**src/rtl/mux_arbiter_pkg.sv**
```systemverilog
// Shared state encodings and owner constants for the two-requester arbiter.
// OWNER_x doubles as the mux select value routing requester x.
package mux_arbiter_pkg;

  typedef enum logic [1:0] {
    ST_IDLE  = 2'd0,
    ST_OWN_A = 2'd1,
    ST_OWN_B = 2'd2
  } state_t;

  localparam logic OWNER_A = 1'b0;
  localparam logic OWNER_B = 1'b1;

endpackage

```
**src/rtl/mux_arbiter_watchdog.sv**
```systemverilog
// Saturating ownership watchdog: counts owned cycles and flags the last allowed one.
// TIMEOUT of 0 disables expiry entirely.
module owner_watchdog #(
  parameter int unsigned TIMEOUT_W = 16,
  parameter int unsigned TIMEOUT   = 16'hFFFF
) (
  input  logic clk,
  input  logic rst,
  input  logic clear,
  input  logic enable,
  output logic expired
);

  localparam bit                   WD_ON = (TIMEOUT != 0);
  localparam logic [TIMEOUT_W-1:0] LIMIT = WD_ON ? TIMEOUT_W'(TIMEOUT - 1) : '0;
  localparam logic [TIMEOUT_W-1:0] MAXV  = '1;

  logic [TIMEOUT_W-1:0] cnt;

  always_ff @(posedge clk) begin
    if (rst || clear) begin
      cnt <= '0;
    end else if (enable && (cnt != MAXV)) begin
      cnt <= cnt + 1'b1;
    end
  end

  // Counter value k means the (k+1)th owned cycle is in progress.
  assign expired = WD_ON && (cnt == LIMIT);

endmodule

```
**src/rtl/mux_arbiter.sv**
```systemverilog
// Two-requester round-robin arbiter driving the select of a shared 2:1 mux,
// with hold-until-done grants, a one-cycle turnaround and a watchdog release.
module mux_arbiter
  import mux_arbiter_pkg::*;
#(
  parameter int unsigned TIMEOUT_W = 16,
  parameter int unsigned TIMEOUT   = 16'hFFFF
) (
  input  logic clk,
  input  logic rst,
  input  logic req_a,
  input  logic req_b,
  input  logic done,
  output logic grant_a,
  output logic grant_b,
  output logic sel,
  output logic busy,
  output logic timeout
);

  state_t state, state_nxt;
  logic   last, last_nxt;
  logic   sel_nxt, timeout_nxt;
  logic   expired;

  owner_watchdog #(
    .TIMEOUT_W (TIMEOUT_W),
    .TIMEOUT   (TIMEOUT)
  ) u_watchdog (
    .clk     (clk),
    .rst     (rst),
    .clear   (state == ST_IDLE),
    .enable  (state != ST_IDLE),
    .expired (expired)
  );

  always_comb begin
    state_nxt   = state;
    last_nxt    = last;
    sel_nxt     = sel;
    timeout_nxt = 1'b0;
    case (state)
      ST_IDLE: begin
        if ((req_a && req_b && (last == OWNER_B)) || (req_a && !req_b)) begin
          state_nxt = ST_OWN_A;
          sel_nxt   = OWNER_A;
        end else if (req_b) begin
          state_nxt = ST_OWN_B;
          sel_nxt   = OWNER_B;
        end
      end
      ST_OWN_A: begin
        if (done || !req_a || expired) begin
          state_nxt   = ST_IDLE;
          last_nxt    = OWNER_A;
          // Only a pure watchdog release is reported.
          timeout_nxt = !done && req_a;
        end
      end
      ST_OWN_B: begin
        if (done || !req_b || expired) begin
          state_nxt   = ST_IDLE;
          last_nxt    = OWNER_B;
          timeout_nxt = !done && req_b;
        end
      end
      default: state_nxt = ST_IDLE;
    endcase
  end

  always_ff @(posedge clk) begin
    if (rst) begin
      state   <= ST_IDLE;
      last    <= OWNER_B;
      sel     <= OWNER_A;
      timeout <= 1'b0;
    end else begin
      state   <= state_nxt;
      last    <= last_nxt;
      sel     <= sel_nxt;
      timeout <= timeout_nxt;
    end
  end

  assign grant_a = (state == ST_OWN_A);
  assign grant_b = (state == ST_OWN_B);
  assign busy    = grant_a | grant_b;

endmodule
```
**config.mk**
```make
export PLATFORM = sky130hd
export DESIGN_NAME = mux_arbiter
export DESIGN_NICKNAME = d
export VERILOG_FILES = /design/src/rtl/mux_arbiter_pkg.sv /design/src/rtl/mux_arbiter_watchdog.sv /design/src/rtl/mux_arbiter.sv
export SDC_FILE = /design/constraint.sdc
export NUM_CORES = 1
export LEC_CHECK = 0
export ABC_AREA = 1
export BUFFER_PORTS_ARGS = -buffer_cell sky130_fd_sc_hd__buf_2
export CORE_MARGIN = 2
export CORE_UTILIZATION = 30
export DETAILED_ROUTE_END_ITERATION = 8
export SLEW_MARGIN = 0
export SYNTH_ARGS = -nofsm -noshare
export SYNTH_HDL_FRONTEND = slang
export SYNTH_SLANG_ARGS = --single-unit
```
**constraint.sdc**
```tcl
create_clock -name clk -period 1.83 [get_ports clk]
set_clock_uncertainty 0.2 [all_clocks]
set_input_delay 0.366 -clock clk [delete_from_list [all_inputs] [get_ports clk]]
set_output_delay 0.366 -clock clk [all_outputs]
set_load 0.1 [all_outputs]
```
Word-level counts from Yosys, hierarchy flattened
Cells that the tools add are included.
{"block": "word_totals", "register_bits": 21, "inputBits": 5, "out_inout_bits": 5, "elab_cells": 49}
{"block": "op_classes", "add_sub_neg": 1, "n_eq_ne": 7, "n_mux": 13, "bitwise_logic": 1, "reduce_logical": 22}
{"cell": "$add 16x1->16 const B", "count": 1}
{"cell": "$eq 16x16->1 const B", "count": 1}
{"cell": "$ne 16x16->1 const B", "count": 1}
{"cell": "$mux 2", "count": 4}
{"cell": "$logic_and 1x1->1", "count": 6}
{"cell": "$logic_or 1x1->1", "count": 6}
{"cell": "$mux 1", "count": 6}
{"cell": "$pmux 2 s3", "count": 1}
{"cell": "$reduce_and 3->1", "count": 2}
{"cell": "$reduce_bool 2->1", "count": 3}
{"cell": "$ne 2x1->1 const B", "count": 2}
{"cell": "$pmux 1 s2", "count": 2}
{"cell": "$logic_not 1->1", "count": 3}
{"cell": "$ne 3x3->1 const B", "count": 1}
{"cell": "$eq 2x1->1 const B", "count": 1}
{"cell": "$eq 2x2->1 const B", "count": 1}
{"cell": "$logic_not 2->1", "count": 1}
{"cell": "$reduce_and 2->1", "count": 1}
{"cell": "$or 1x1->1", "count": 1}

Depth between registers and ports, before layout
{"block": "logic_depth", "word_depth": 5, "depth_mapped": 9, "ltp_nobuf": 9}

By module
Synthesis repeated with hierarchy kept, for this count alone.
{"block": "hier_totals", "hier_cells": 195, "hier_area_um2": 1306.3}
{"mod": "owner_watchdog", "instances": 1, "cells_per_inst": 152, "area_per_inst_um2": 998.5, "seq_area_each_um2": 320.3}
{"mod": "mux_arbiter", "instances": 1, "cells_per_inst": 43, "area_per_inst_um2": 307.8, "seq_area_each_um2": 100.1}

Worst setup path before layout
OpenSTA, ideal clock, no wires.
{"block": "synth_path", "path_kind": "flip-flop to flip-flop", "start": "register state[0]", "end": "register state[0]", "arrival_time_ps": 1837, "setup_slack_ps": -277, "path_stages_with_launch": 9, "period_less_slack_ps": 2107, "cell_sequence": "dfxtp_1 inv_1 ha_1 nand2_1 a21oi_1 o21ai_2 nand2_1 nand2_1 a21oi_1"}
{"block": "synth_via", "elab_chain_cells": 3, "elab_cells_between_ends": 8}
{"item": "from (decl)", "line": "mux_arbiter.sv:21", "rtl": "state_t state, state_nxt;"}
{"item": "from (signal assigned)", "line": "mux_arbiter.sv:78", "rtl": "state <= state_nxt;"}
{"item": "$eq 2x2->1 (*)"}
{"item": "net grant_b", "line": "mux_arbiter.sv:15", "rtl": "output logic grant_b,"}
{"item": "$ne 2x1->1 (no line)"}
{"item": "$reduce_and 3->1 (no line)"}
Mark *: on every way through the listed nets, which the timed path passes. The rest lies on a longest branch.
A chain may end at the register's enable or synchronous reset.

Worst setup path after layout
{"block": "layout_path", "start": "register state[0]", "end": "output port busy"}
{"block": "layout_via", "elab_chain_cells": 2, "elab_cells_between_ends": 3}
{"item": "$eq 2x1->1 / $eq 2x2->1 (equally long branches)", "line": "mux_arbiter.sv:85, mux_arbiter.sv:86"}
{"item": "$or 1x1->1 (*)", "line": "mux_arbiter.sv:87", "rtl": "assign busy = grant_a | grant_b;"}
{"item": "to (decl)", "line": "mux_arbiter.sv:17", "rtl": "output logic busy,"}
Mark *: on every way between the ends. The rest lies on a longest branch, timed or not.

==> results.json <==
{
  "status": "finished clean",
  "rows": 23,
  "clk_path_buf_depth": 2,
  "p_per_area_nw_per_um2": 720,
  "cts_tree": "built",
  "p_total_mw": 1.09,
  "synth_edf_count": 0,
  "ir_worst_vdd_mv": 0.286,
  "start_kind": "flop",
  "core_area_um2": 4030,
  "synth_most_common_cell": "nand2_1",
  "dieHeight_um": 69.0,
  "hold_violations": 0,
  "fin_crit_sh": 0.961,
  "routedWlPerCell_um": 10.3,
  "fin_crit_ns": 1.76,
  "crit_start": "state[0]",
  "critPathMaxStageDelay_ns": 0.36,
  "max_freq_mhz": 568,
  "overflow": 0,
  "syn_nets": 196,
  "ys.warnings.count": 0,
  "cp-end-kind": "output pin",
  "clockRootBuffer": "clkbuf_8",
  "tns_ns": 0,
  "grt_pass1_wl_um": 4460,
  "grt.busiest_layer": "met2",
  "initial_utilization": 0.315,
  "grt_pass1_vias": 1031,
  "cts_buffers": 3,
  "numPortBuffers": 9,
  "syn_avg_cell_area_um2": 6.82,
  "grt_max_degree": 15,
  "hold_depth": 2,
  "nets": 213,
  "synth_common_cells": "nand2_1, dfxtp_1, inv_1",
  "ant_nets": 0,
  "grt_util_met2": 0.163,
  "clock-sinks": 21,
  "rsz0062_at_grt": "no",
  "grt_use_met1": 0.157,
  "path_depth": 3,
  "r2r_cells": 9,
  "crit_end": "busy",
  "ff2ff_setup_slack_ns": 0.14,
  "async_flop_share": 0,
  "vias_per_cell": 4.69,
  "path_buf_inv": 2,
  "antenna_cells": 0,
  "drv_cap": 0,
  "multi_input_area_um2": 785,
  "required_ns": 1.26,
  "regArea_um2": 422,
  "grt_usage": 0.115,
  "yosys-top-cells-area": "dfxtp_1, nand2_1, a21oi_1, inv_1, nor2_1",
  "worstSkewPairLatency_ns": 0.26,
  "leakage_nw": 0.543,
  "cp_slowest_cell": "dfxtp_1",
  "routabilityCongestion": 0.823,
  "synth_top_area_frac": 0.331,
  "setup_ws_ns": 0.0710,
  "worst_pin_slew_ns": 0.488,
  "crit_type": "reg -> out",
  "slew_viol_final": 0,
  "placed_cell_area_um2": 1440,
  "dpl_worst_slack_ns": 0.0733,
  "synth_ff_type": "dfxtp_1",
  "clk_pin_slew_ns": 0.07,
  "ys_seq_area_frac": 0.331,
  "use_met3": 0.0190,
  "cp_top_family": "flip-flops",
  "dp_hpwl_um": 1980,
  "route.vias.total": 1183,
  "yosysTopAreaCell": "dfxtp_1",
  "setup_viol_count_final": 0,
  "grt_antenna_before_repair": 0,
  "synth.distinct_cells": 23,
  "die_w_um": 69.0,
  "r2r-end": "u_watchdog.cnt[15]",
  "crit_arrival_ns": 1.19,
  "drive_above_1_share": 0.188,
  "initialDrtViolationCount": 48,
  "min-delay-path-class": "in -> reg",
  "syn_to_final_growth_pct": 19.3,
  "drc": 0,
  "drt-pass1-iter-count": 4,
  "cts_setup_buffers": 0,
  "fillCellCount": 441,
  "critPathMaxFanout": 4,
  "netlist_area_um2": 1270,
  "htree_levels": 1,
  "synth_seq_cells": 21,
  "postLayoutCoreUtil": 0.376,
  "io_pins": 10,
  "die_area_um2": 4770,
  "slew_headroom": 0.677,
  "crit_chain": "inv_1, ha_4, buf_12",
  "cts.hold.buffers_added": 0,
  "syn_inst": 186,
  "reg2reg_from": "u_watchdog.cnt[1]",
  "routed_wl_um": 2590,
  "final_cell_area_um2": 1510
}
==> where the power goes <==
part / internal (mW) / switching, mW
combinational: 0.0961 / 0.202
sequential: 0.472 / 0.00974
clock: 0.156 / 0.155
==> placed cells by master (no fill, tap or decap), drive strengths merged <==
cell type,synthesis,layout
nand3,9,9
nor2,25,26
ha,5,5
dfxtp,21,21
clkinv,1,1
a21oi,18,18
o21a,1,1
nand4,4,4
nor3,2,2
inv,19,19
a211oi,1,1
buf,1,13
xor2,2,2
nand2,65,65
o21ai,8,8
xnor2,3,3
clkbuf,1,4
==> registers in the layout (all words and copies together), names as in the netlist <==
signal          count
timeout             1
last                1
u_watchdog.cnt     16
sel                 1
state               2
==> worst reg2reg max path: stages (launching register included) <==
cell	delay, ns
dfxtp_1	0.38
ha_1	0.19
inv_1	0.07
nor2_4	0.17
nand2_4	0.09
nor2_4	0.17
nor2_4	0.09
clkinv_4	0.08
nand2_1	0.05
a21oi_1	0.13
==> repair_timing <==
item	in CTS	in global routing
pin swaps	0	1
endpoints found under the setup margin	1	11
gates cloned	0	1
gates resized for setup	1	2
==> worst min path at each step <==
| stage | from | to | slack [ns] |
|---|---|---|---|
| 2_1_floorplan | last | last | 0.22 |
| 3_3_place_gp | last | last | 0.24 |
| 3_5_place_dp | last | last | 0.25 |
| 4_1_cts | rst | state[0] | 0.10 |
| 5_1_grt | rst | state[0] | 0.11 |
| 6_report | rst | state[0] | 0.11 |
==> stage by stage <==
stage,hold slack [ns],cells
after floorplan,0.224,186
after global placement,0.245,247
after detailed placement,0.247,247
after CTS,0.101,251
after global routing,0.113,252
final,0.109,252
==> cell families after synthesis <==
group,count (synthesis),synth area share
AO/OA/AOI/OAI,28,0.123
XOR/XNOR,5,0.0345
adder cells (fa/ha/maj),5,0.0493
buffers and inverters,22,0.0749
flip-flops,21,0.331
AND/OR/NAND/NOR,105,0.387
==> final cells by class <==
class	count	area share
multi-input combinational	144	0.518
timing repair buffer	13	0.0793
sequential	21	0.279
inverter	20	0.0529
clock buffer	4	0.0298
tap	50	0.0413
==> routing by layer <==
| layer | up-vias | share of wire | wire length [um] |
|---|---|---|---|
| met5 | - | 0 | 0 |
| met4 | 0 | 0.027 | 70 |
| met3 | 5 | 0.023 | 59 |
| met2 | 10 | 0.41 | 1050 |
| met1 | 543 | 0.54 | 1410 |
| li1 | 625 | - | - |
No activity file was read; power rests on OpenSTA's default activity.
